<file path="config.mk">
export PLATFORM = sky130hd
export DESIGN_NAME = moore_rr_arbiter_flat
export DESIGN_NICKNAME = d
export VERILOG_FILES = /design/src/rtl/moore_rr_arbiter_if.sv /design/src/rtl/moore_rr_arbiter.sv /design/src/flat_wrapper.sv
export SDC_FILE = /design/constraint.sdc
export NUM_CORES = 1
export LEC_CHECK = 0
export ABC_AREA = 1
export BUFFER_PORTS_ARGS = -buffer_cell sky130_fd_sc_hd__clkbuf_2
export CORE_MARGIN = 2
export CORE_UTILIZATION = 50
export CTS_CLUSTER_DIAMETER = 150
export DETAILED_ROUTE_END_ITERATION = 8
export PLACE_DENSITY = 0.72
export SYNTH_ARGS = -nofsm -noshare
export SYNTH_HDL_FRONTEND = slang
export SYNTH_SLANG_ARGS = --single-unit
export TNS_END_PERCENT = 10
</file>
<file path="constraint.sdc">
create_clock -name clk -period 2.3 [get_ports clk]
set_clock_uncertainty 0.1 [all_clocks]
set_input_delay 0.69 -clock clk [delete_from_list [all_inputs] [get_ports clk]]
set_output_delay 0.69 -clock clk [all_outputs]
set_load 0.01 [all_outputs]
</file>
<file path="src/rtl/moore_rr_arbiter_if.sv">
// Request/grant bundle between four requesters and the
// round-robin arbiter.
interface moore_rr_arbiter_if;
  logic       en;
  logic [3:0] req;
  logic [3:0] gnt;
  logic       busy;
  logic [1:0] owner;
  logic       timeout;

  modport master (
    output en,
    output req,
    input  gnt,
    input  busy,
    input  owner,
    input  timeout
  );

  modport slave (
    input  en,
    input  req,
    output gnt,
    output busy,
    output owner,
    output timeout
  );
endinterface

</file>
<file path="src/rtl/moore_rr_arbiter.sv">
// Four-way round-robin Moore arbiter with a bounded hold
// time; all outputs come straight from flops.
module moore_rr_arbiter #(
  parameter int MAX_HOLD = 8,
  parameter int CNT_W    = 8
) (
  input logic               clk,
  input logic               rst,
  moore_rr_arbiter_if.slave bus
);

  typedef enum logic [1:0] {
    IDLE   = 2'b00,
    GRANT  = 2'b01,
    REVOKE = 2'b10
  } state_t;

  localparam logic [CNT_W-1:0] HOLD_LAST =
    CNT_W'(MAX_HOLD - 1);

  state_t           state;
  logic [1:0]       owner;
  logic [CNT_W-1:0] cnt;
  logic [3:0]       gnt;
  logic             busy;
  logic             timeout;

  logic [1:0] win;
  logic [1:0] idx;
  logic       arb;

  // Walk owner+4 down to owner+1 so the nearest
  // requester after the owner is written last and wins.
  always_comb begin
    win = owner;
    idx = '0;
    for (int k = 4; k >= 1; k--) begin
      idx = owner + 2'(k);
      if (bus.req[idx]) win = idx;
    end
  end

  assign arb = bus.en && (bus.req != 4'b0000);

  always_ff @(posedge clk or posedge rst) begin
    if (rst) begin
      state   <= IDLE;
      owner   <= 2'd3;
      cnt     <= '0;
      gnt     <= 4'b0000;
      busy    <= 1'b0;
      timeout <= 1'b0;
    end else begin
      unique case (state)
        IDLE, REVOKE: begin
          timeout <= 1'b0;
          if (arb) begin
            state <= GRANT;
            owner <= win;
            cnt   <= '0;
            gnt   <= 4'b0001 << win;
            busy  <= 1'b1;
          end else begin
            state <= IDLE;
            gnt   <= 4'b0000;
            busy  <= 1'b0;
          end
        end
        GRANT: begin
          if (!bus.req[owner]) begin
            state <= IDLE;
            gnt   <= 4'b0000;
            busy  <= 1'b0;
          end else if (cnt == HOLD_LAST) begin
            state   <= REVOKE;
            gnt     <= 4'b0000;
            busy    <= 1'b0;
            timeout <= 1'b1;
          end else begin
            cnt <= cnt + CNT_W'(1);
          end
        end
        default: begin
          state   <= IDLE;
          gnt     <= 4'b0000;
          busy    <= 1'b0;
          timeout <= 1'b0;
        end
      endcase
    end
  end

  assign bus.gnt     = gnt;
  assign bus.busy    = busy;
  assign bus.owner   = owner;
  assign bus.timeout = timeout;

endmodule

</file>
<file path="src/flat_wrapper.sv">
// flat-port wrapper written by rule: the top's interface ports become plain ports
module moore_rr_arbiter_flat 
#(
  parameter int MAX_HOLD = 8,
  parameter int CNT_W    = 8
)
  (clk, rst, bus_en, bus_req, bus_gnt, bus_busy, bus_owner, bus_timeout);
  moore_rr_arbiter_if bus_i ();
  input logic clk;
  input logic rst;
  input wire logic [$bits(bus_i.en)-1:0] bus_en;
  input wire logic [$bits(bus_i.req)-1:0] bus_req;
  output wire logic [$bits(bus_i.gnt)-1:0] bus_gnt;
  output wire logic [$bits(bus_i.busy)-1:0] bus_busy;
  output wire logic [$bits(bus_i.owner)-1:0] bus_owner;
  output wire logic [$bits(bus_i.timeout)-1:0] bus_timeout;
  assign bus_i.en = bus_en;
  assign bus_i.req = bus_req;
  assign bus_gnt = bus_i.gnt;
  assign bus_busy = bus_i.busy;
  assign bus_owner = bus_i.owner;
  assign bus_timeout = bus_i.timeout;
  moore_rr_arbiter #(.MAX_HOLD(MAX_HOLD), .CNT_W(CNT_W)) u_core (.clk(clk), .rst(rst), .bus(bus_i));
endmodule
</file>
==> impl_metrics.csv, run 1 <==
group,metric,value,unit
clocking,clkSinkCount,17,
timing,post-route-period-util,0.856,
logic_synthesis,yosysTopAreaCell,"dfrtp_1",
routing,post_drt_via_cell_ratio,5.19,
clocking,max-clock-path-buffers,2,
routing,detail_route.first_pass.iterations,4,
power,static-leakage-power,0.715,nW
placed_design,dp.final_hpwl,1.82,mm
placed_design,routability_congestion_estimate,0.875,
logic_synthesis,postSynthAreaPerCell,7.42,um^2
logic_synthesis,synth.cells.most_frequent,"50 x nand2_1, 17 x nand3_1, 16 x nand2_2",
critical_path,startpoint,"u_core.bus.owner[0]",
timing,tightestPinTransition,632,ps
logic_synthesis,number_of_synthesized_flops_with_an_enable_pin,0,
power,power.ir.vdd_worst,0.000859,V
die,std_cell_rows,17,
clocking,cts.repair_timing.setup_buffer_count,0,
routing,antenna_left,0,
timing,worst_case_hold_slack,341,ps
clocking,cts_inserted_buffers,3,
clocking,post_cts_resize_count,0,
critical_path,critical_path.reg2reg.endpoint,"u_core.bus.gnt[0]",
timing,period_needed,1970,ps
critical_path,slowest_delay,700,ps
logic_synthesis,top_count_cell_post_synth,"nand2_1",
critical_path,timing.reg2reg.setup_slack,590,ps
logic_synthesis,synth_largest_type_area_fraction,0.324,
logic_synthesis,dominantRegCellSynth,"dfrtp_1",
job,max_cap_violations,0,
logic_synthesis,synth_compound_gate_area_share,0.0205,
clocking,cts_hold_buf,0,
die,die_width,52.1,um
logic_synthesis,synthArstFlopShare,1.00,
critical_path,timing.critical_path.required,1510,ps
critical_path,critical_path_class,"reg -> out",
clocking,clock_pin_slew_reported_for_the_worst_setup_and_hold_paths_after_clock_tree_synthesis,110,ps
critical_path,cp_data_arrival_time,1180,ps
routing,route.detailed.wl_per_inst,11.8,um
logic_synthesis,yosysWarningCount,0,
critical_path,r2r-start,"u_core.bus.owner[0]",
timing,report.final.setup_viol,0,
timing,fin_tns_setup,0,ps
critical_path,crit_family,"flip-flops",
timing,timing.fmax,508,MHz
critical_path,worst_path_cell_chain,"clkbuf_2",
logic_synthesis,post_synth_simple_gate_area,0.479,
logic_synthesis,synth_xor_area_frac,0.0378,
grt,grt_first_pass_wirelength,4.18,mm
timing,rsz0062_at_grt,"no",
clocking,cts-htree-levels,1,
routing,drt_first_iter_violations,34,
die,ios,15,
clocking,clk-insertion-delay-late,290,ps
cells_and_area,antennaDiodeCount,0,
logic_synthesis,synth.area.mux_share,0,
critical_path,slowest_stage,"dfstp_2",
cells_and_area,area.growth.synth_to_final,9.41,%
power,pwr_density_cell,1220,nW/um^2
logic_synthesis,synth_fa_ha_area_frac,0.0108,
die,die_area,2720,um^2
logic_synthesis,synth_area_leaders,"dfrtp_1 32%, nand2_1 16%, nand2_2 8.6%, nand3_1 7.4%, dfstp_2 4.5%",
critical_path,path_buf_inv,1,
routing,vias,1033,
placed_design,worst_setup_timing_slack_at_the_placement_stage,320,ps
logic_synthesis,synth_seq_area_share,0.370,
clocking,cts_tree,"yes",
grt,grt_remaining_overflow,0,
worst_hold_path,hold_class,"in -> async",
routing,detail_route.drc_violations,0,
cells_and_area,drive_gt1_frac,0.287,
grt,first_global_vias,978,
cells_and_area,fillCellCount,194,
timing,maxSlewViolCount,0,
logic_synthesis,synth_cell_type_count,26,
critical_path,r2r_cells,11,
critical_path,startpoint_type,"register",
grt,grt_start_max_net_pins,18,
die,floorplan.initialDensity,0.528,
clocking,clock-root-buffer,"clkbuf_4",
logic_synthesis,combinational_family_with_the_most_area_after_synthesis,"simple AND/OR/NAND/NOR gates",
die,dieHeight,52.1,um
cells_and_area,finish.net_count,180,
critical_path,cp-end-kind,"output port",
placed_design,port_buffers,14,
routing,drt-total-wl,2.35,mm
logic_synthesis,syn-num-nets,164,
timing,final.setup.worst_slack,332,ps
logic_synthesis,synth.cell_area,1160,um^2
logic_synthesis,ys_ff_latch,17,
die,design.core.area,2190,um^2
timing,final_hold_viol_count,0,
timing,maxSlewHeadroom,0.578,
status,run_status,"completed",
grt,global_route.usage.total,0.206,
critical_path,critical_path_peak_fanout,10,
logic_synthesis,post_synth_inst_count,156,
grt,grt_antenna_before_repair,0,
## per-layer routing
layer | vias up | GRT usage | wire [um]
met3 | 4 | 0.0345 | 127
met4 | 0 | 0.0526 | 24
met5 | - | 0 | 0
li1 | 525 | - | -
met2 | 23 | 0.348 | 1100
met1 | 481 | 0.271 | 1100
## how the worst max path moves through the flow
stage,endpoint,slack (ps),depth (start not counted)
3_3_place_gp,u_core.cnt[3],400,9
3_5_place_dp,u_core.cnt[3],320,9
5_1_grt,bus_owner[0],260,1
4_1_cts,bus_owner[0],320,1
6_report,bus_owner[0],330,1
2_1_floorplan,u_core.cnt[3],690,8
## area by class of cell
| class | instances | area [um^2] | share of cell area |
|---|---|---|---|
| Timing Repair Buffer | 14 | 70.1 | 0.0553 |
| Clock inverter | 1 | 5.00 | 0.00395 |
| Clock buffer | 3 | 22.5 | 0.0178 |
| Sequential cell | 17 | 428 | 0.338 |
| Inverter | 17 | 71.3 | 0.0563 |
| Tap cell | 28 | 35.0 | 0.0277 |
| Multi-Input combinational cell | 119 | 634 | 0.501 |
## cell usage in the layout (no fill, tap or decap), types with 2 or more instances in the layout
| cell type | Yosys | layout |
|---|---|---|
| dfrtp_1 | 15 | 15 |
| inv_1 | 13 | 13 |
| clkbuf_4 | 0 | 3 |
| dfstp_2 | 2 | 2 |
| inv_2 | 3 | 3 |
| nand2_1 | 50 | 50 |
| nand2_4 | 4 | 4 |
| nand2_2 | 16 | 16 |
| nand4_1 | 6 | 6 |
| xor2_1 | 5 | 5 |
| nor2_1 | 10 | 10 |
| clkbuf_2 | 0 | 14 |
| nand3_1 | 17 | 17 |
## per-stage QoR
step	cell area [um^2]	utilization	cells	total power [mW]
after detailed placement	1240	0.565	195	1.38
final	1270	0.578	199	1.55
after CTS	1270	0.578	199	1.55
after global placement	1240	0.565	195	1.35
after floorplan	1160	-	156	1.21
after global routing	1270	0.578	199	1.69
## power by group
| part | switching, mW | internal (mW) | leakage [nW] | total [mW] |
|---|---|---|---|---|
| sequential | 0.109 | 0.400 | 0.224 | 0.510 |
| clock | 0.0980 | 0.0646 | 0.0177 | 0.163 |
| combinational | 0.583 | 0.290 | 0.473 | 0.873 |
## sequential cells by signal, indices dropped and copies added, names as in the netlist
name,count
u_core.bus.gnt,4
u_core.bus.owner,2
u_core.bus.timeout,1
u_core.cnt,8
u_core.state,2
## logic make-up after synthesis
logic type / count (synthesis)
simple gates: 109
compound gates: 4
flops: 17
xor+xnor: 5
fa+ha+maj: 1
buf+inv: 20
Power figures use the tool's default switching activity.
==> run 2, diff against run 1 <==
- CORE_UTILIZATION: 50 -> 55
- PLACE_DENSITY: 0.72 -> 0.77
==> run 2 against run 1 <==
  * Total power up 0.19%
  * Critical path type unchanged
  * Count of clock-buffer cells in the layout did not move
  * Combinational power is essentially flat
  * Die area fell by 8.4%
  * Setup slack got worse by 8.5 ps
  * Sequential power is essentially flat
  * Maximum frequency shrank 0.43%
  * Critical path depth did not move
  * Clock power is essentially flat
  * Largest cell class unchanged
  * Routed wire length rose by 0.13%
  * Design area about the same
==> impl_metrics.csv, run 2 (synthesis results as in run 1) <==
group,metric,value,unit
die,design.core.area,1980,um^2
grt,grt_first_pass_wirelength,4.11,mm
routing,vias,1028,
cells_and_area,layout.cells.non_filler,198,
cells_and_area,finish.net_count,180,
critical_path,cp_data_arrival_time,1190,ps
die,dieHeight,49.9,um
routing,detail_route.first_pass.iterations,4,
timing,report.final.setup_viol,0,
clocking,clock_pin_slew_reported_for_the_worst_setup_and_hold_paths_after_clock_tree_synthesis,110,ps
cells_and_area,layout_common_cells,"50 x nand2_1, 17 x nand3_1, 16 x nand2_2",
timing,timing.fmax,506,MHz
timing,rsz0062_at_grt,"no",
critical_path,crit_family,"flip-flops",
clocking,clkSinkCount,17,
cells_and_area,drive_gt1_frac,0.287,
routing,antenna_left,0,
timing,tightestPinTransition,626,ps
power,power.combinational.fraction,0.562,
routing,post_drt_via_cell_ratio,5.19,
timing,maxSlewViolCount,0,
clocking,cts_tree,"yes",
grt,grt_antenna_before_repair,0,
power,static-leakage-power,0.715,nW
critical_path,path_buf_inv,1,
critical_path,timing.critical_path.required,1510,ps
clocking,max-clock-path-buffers,2,
placed_design,port_buffers,14,
die,std_cell_rows,16,
clocking,clk-insertion-delay-late,290,ps
timing,maxSlewHeadroom,0.582,
grt,first_global_vias,970,
routing,drt_first_iter_violations,38,
critical_path,startpoint,"u_core.bus.owner[0]",
critical_path,r2r_cells,8,
critical_path,critical_path_class,"reg -> out",
critical_path,cp-end-kind,"output port",
clocking,cts_inserted_buffers,3,
routing,route.detailed.wl_per_inst,11.9,um
status,run_status,"completed",
die,ios,15,
timing,fin_tns_setup,0,ps
cells_and_area,largest_reg_flops,8,
grt,grt_start_max_net_pins,18,
placed_design,routability_congestion_estimate,0.884,
critical_path,critical_path_peak_fanout,10,
clocking,cts.repair_timing.setup_buffer_count,0,
grt,grt_remaining_overflow,0,
placed_design,post-place-cells,194,
power,power_switching,0.794,mW
cells_and_area,antennaDiodeCount,0,
clocking,cts_hold_buf,0,
critical_path,worst-path-stages,1,
timing,worst_case_hold_slack,331,ps
power,clock_power_frac,0.107,
routing,drt-total-wl,2.35,mm
timing,final_hold_viol_count,0,
timing,post-route-period-util,0.859,
routing,detail_route.drc_violations,0,
cells_and_area,layout_top_registers,"u_core.cnt: 8 flops, u_core.bus.gnt: 4 flops",
clocking,cts-htree-levels,1,
power,fraction_of_power_spent_switching_nets,0.513,
cells_and_area,largest-register,"u_core.cnt",
die,floorplan.initialDensity,0.584,
worst_hold_path,hold_class,"in -> async",
die,die_area,2490,um^2
timing,period_needed,1980,ps
clocking,clock-root-buffer,"clkbuf_4",
power,internal_power,0.754,mW
power,power.ir.vdd_worst,0.000802,V
placed_design,dp.final_hpwl,1.80,mm
critical_path,worst_path_cell_chain,"clkbuf_2",
die,die_width,49.9,um
critical_path,slowest_stage,"dfstp_2",
critical_path,startpoint_type,"register",
grt,global_route.usage.total,0.214,
critical_path,slowest_delay,710,ps
job,max_cap_violations,0,
cells_and_area,area.growth.synth_to_final,9.30,%
power,pwr_density_cell,1220,nW/um^2
critical_path,r2r-start,"u_core.cnt[0]",
cells_and_area,leading_cell_type_in_the_layout_fill_and_taps_excluded,"nand2_1",
clocking,post_cts_resize_count,0,
power,power_frac_seq,0.331,
[run 2: cell counts in the layout (fill, tap and decap cells not counted)]
No cell type changed its count.
[run 2: through the flow]
stage / util / total power, mW / setup WS (ps) / cell area, um^2
after floorplan: - / 1.21 / 688 / 1160
after global placement: 0.624 / 1.34 / 405 / 1240
after detailed placement: 0.624 / 1.38 / 355 / 1240
after CTS: 0.638 / 1.55 / 326 / 1260
after global routing: 0.638 / 1.69 / 291 / 1260
final: 0.638 / 1.55 / 324 / 1260
[run 2: final cells by class]
class                   count  area (um^2)
fillers                   170          717
multi-input cells         119          634
flip-flops and latches     17          428
inverters                  17         71.3
repair buffers             14         70.1
well taps                  27         33.8
clock buffers               3         22.5
clock inverters             1         5.00
[run 2: power groups by stage]
stage / Sequential [mW] / Clock [mW] / Combinational [mW]
after global placement: 0.510 / 0 / 0.834
after floorplan: 0.500 / 0 / 0.706
after global routing: 0.524 / 0.181 / 0.988
after detailed placement: 0.516 / 0 / 0.865
final: 0.512 / 0.166 / 0.870
after CTS: 0.511 / 0.167 / 0.870
[run 2: worst reg2reg max path, stage by stage (launching register included)]
cell     delay, ps
dfrtp_1        450
ha_1           260
nand2_2        100
nor4_4         280
nor2_2          80
nand2_4        140
nand2_4        100
nand2_1         80
nand2_1         50
[run 2: path summary, 6_finish.rpt]
| kind | end | slack, ps |
|---|---|---|
| setup / recovery | bus_owner[0] | 320 |
| hold / removal | u_core.bus.gnt[0] | 330 |
| setup reg to reg | u_core.cnt[3] | 560 |
| hold reg to reg | u_core.bus.gnt[1] | 400 |
| max in group asynchronous | u_core.state[0] | 1350 |
| min in group clk | u_core.bus.gnt[1] | 400 |
[run 2: routing by layer]
layer	vias up	share of wire	track usage
met3	4	0.055	0.0545
met1	472	0.49	0.303
li1	521	-	-
met4	0	0.0098	0.0417
met5	-	0	0
met2	31	0.45	0.333
==> run 3, diff against run 2 <==
- clock period: 2.3 -> 2.1 ns (I/O delays scaled with it)
==> run 3 against run 2 <==
  * Combinational power rose by 10%
  * Critical path depth did not move
  * Global-route usage fell by 0.56 points
  * Highest routed layer unchanged
  * Largest power group unchanged
  * Routed wire length fell by 1.0%
  * Setup slack got worse by 140 ps
  * First-iteration DRC count fell by 50%
==> impl_metrics.csv, run 3 (synthesis results as in run 1) <==
group,metric,value,unit
critical_path,critical_path_class,"reg -> out",
cells_and_area,seqCellArea,428,um^2
routing,vias,1003,
cells_and_area,leading_cell_type_in_the_layout_fill_and_taps_excluded,"nand2_1",
die,std_cell_rows,16,
critical_path,critical_path_peak_fanout,10,
clocking,cts_hold_buf,0,
routing,drt_first_iter_violations,19,
power,power.ir.vdd_worst,0.000794,V
worst_hold_path,hold_class,"in -> async",
clocking,cts-htree-levels,1,
grt,first_global_vias,901,
cells_and_area,antennaDiodeCount,0,
routing,met2_wirelength,1.04,mm
die,design.core.area,1980,um^2
cells_and_area,drive_gt1_frac,0.291,
die,die_area,2490,um^2
timing,tightestPinTransition,627,ps
timing,fin_tns_setup,0,ps
clocking,clock-root-buffer,"clkbuf_4",
cells_and_area,multi_input_comb_area,634,um^2
cells_and_area,layout.cells.non_filler,199,
grt,global_route.usage.total,0.208,
routing,route.detailed.wl_per_inst,11.7,um
clocking,cts_inserted_buffers,3,
cells_and_area,area.growth.synth_to_final,9.95,%
timing,maxSlewViolCount,0,
job,max_cap_violations,0,
placed_design,dpl_cell_area,1240,um^2
routing,post_drt_via_cell_ratio,5.04,
power,static-leakage-power,0.719,nW
grt,grt_antenna_before_repair,0,
cells_and_area,design_area,1270,um^2
timing,final_hold_viol_count,0,
timing,timing.fmax,521,MHz
critical_path,path_buf_inv,1,
placed_design,post-place-cells,195,
power,pwr_density_cell,1340,nW/um^2
clocking,cts.repair_timing.setup_buffer_count,0,
routing,wl_met1,1.16,mm
timing,post-route-period-util,0.914,
clocking,clkSinkCount,17,
timing,period_needed,1920,ps
placed_design,routability_congestion_estimate,0.895,
routing,wl_met3,105,um
routing,top_layer,"met4",
critical_path,timing.critical_path.required,1370,ps
placed_design,port_buffers,14,
critical_path,cp_data_arrival_time,1190,ps
die,ios,15,
critical_path,worst_path_cell_chain,"clkbuf_2",
placed_design,dp.final_hpwl,1.73,mm
clocking,clk-insertion-delay-late,300,ps
grt,grt_first_pass_wirelength,3.98,mm
routing,drt-total-wl,2.33,mm
die,dieHeight,49.9,um
cells_and_area,finish.net_count,181,
die,die_width,49.9,um
die,floorplan.initialDensity,0.584,
critical_path,crit_family,"flip-flops",
critical_path,timing.reg2reg.setup_slack,330,ps
cells_and_area,largest-register,"u_core.cnt",
routing,detail_route.drc_violations,0,
timing,rsz0062_at_grt,"no",
critical_path,startpoint_type,"register",
critical_path,slowest_delay,710,ps
cells_and_area,fillCellCount,167,
clocking,post_cts_resize_count,0,
critical_path,slowest_stage,"dfstp_2",
timing,maxSlewHeadroom,0.582,
status,run_status,"completed",
critical_path,cp-end-kind,"output port",
clocking,max-clock-path-buffers,2,
routing,detail_route.first_pass.iterations,4,
routing,antenna_left,0,
grt,grt_start_max_net_pins,18,
cells_and_area,largest_reg_flops,8,
cells_and_area,layout_common_cells,"50 x nand2_1, 17 x nand3_1, 16 x nand2_2",
clocking,cts_tree,"yes",
grt,grt_remaining_overflow,0,
clocking,clock_pin_slew_reported_for_the_worst_setup_and_hold_paths_after_clock_tree_synthesis,100,ps
cells_and_area,layout_top_registers,"u_core.cnt: 8 flops, u_core.bus.gnt: 4 flops",
timing,report.final.setup_viol,0,
## run 3: changes by cell type in the layout (fill, tap and decap cells not counted), sizes merged
cell and delta:
buf +1
## run 3: cell type report
type | count | area share
clock buffers | 3 | 0.0177
clock inverters | 1 | 0.00393
inverters | 17 | 0.0560
multi-input cells | 119 | 0.499
flip-flops and latches | 17 | 0.336
well taps | 27 | 0.0265
repair buffers | 15 | 0.0610
## run 3: through the flow
stage	setup slack (ps)	hold WS, ps	power (mW)	util
floorplan	547	376	1.32	-
global placement	290	365	1.48	0.628
detailed placement	250	366	1.52	0.628
CTS	179	301	1.70	0.642
global route	142	337	1.85	0.642
finish	180	268	1.70	0.642
## run 3: path summary, 6_finish.rpt
check,endpoint,cells after the start,startpoint
worst max-delay path,bus_owner[0],1,u_core.bus.owner[0]
min in group clk,u_core.bus.gnt[1],2,u_core.bus.gnt[1]
max in group asynchronous,u_core.cnt[6],2,rst
worst max register to register,u_core.cnt[7],8,u_core.cnt[0]
worst min register to register,u_core.bus.gnt[1],2,u_core.bus.gnt[1]
worst min-delay path,u_core.bus.gnt[2],2,rst
## run 3: power breakdown
group / internal (mW) / switching (mW) / total, mW
Combinational: 0.323 / 0.638 / 0.961
Clock: 0.0711 / 0.108 / 0.179
Sequential: 0.438 / 0.122 / 0.560
## run 3: per-layer routing
metal / vias up / global-route usage
li1: 523 / -
met1: 455 / 0.306
met2: 21 / 0.311
met3: 4 / 0.0455
met4: 0 / 0.0509
met5: - / 0
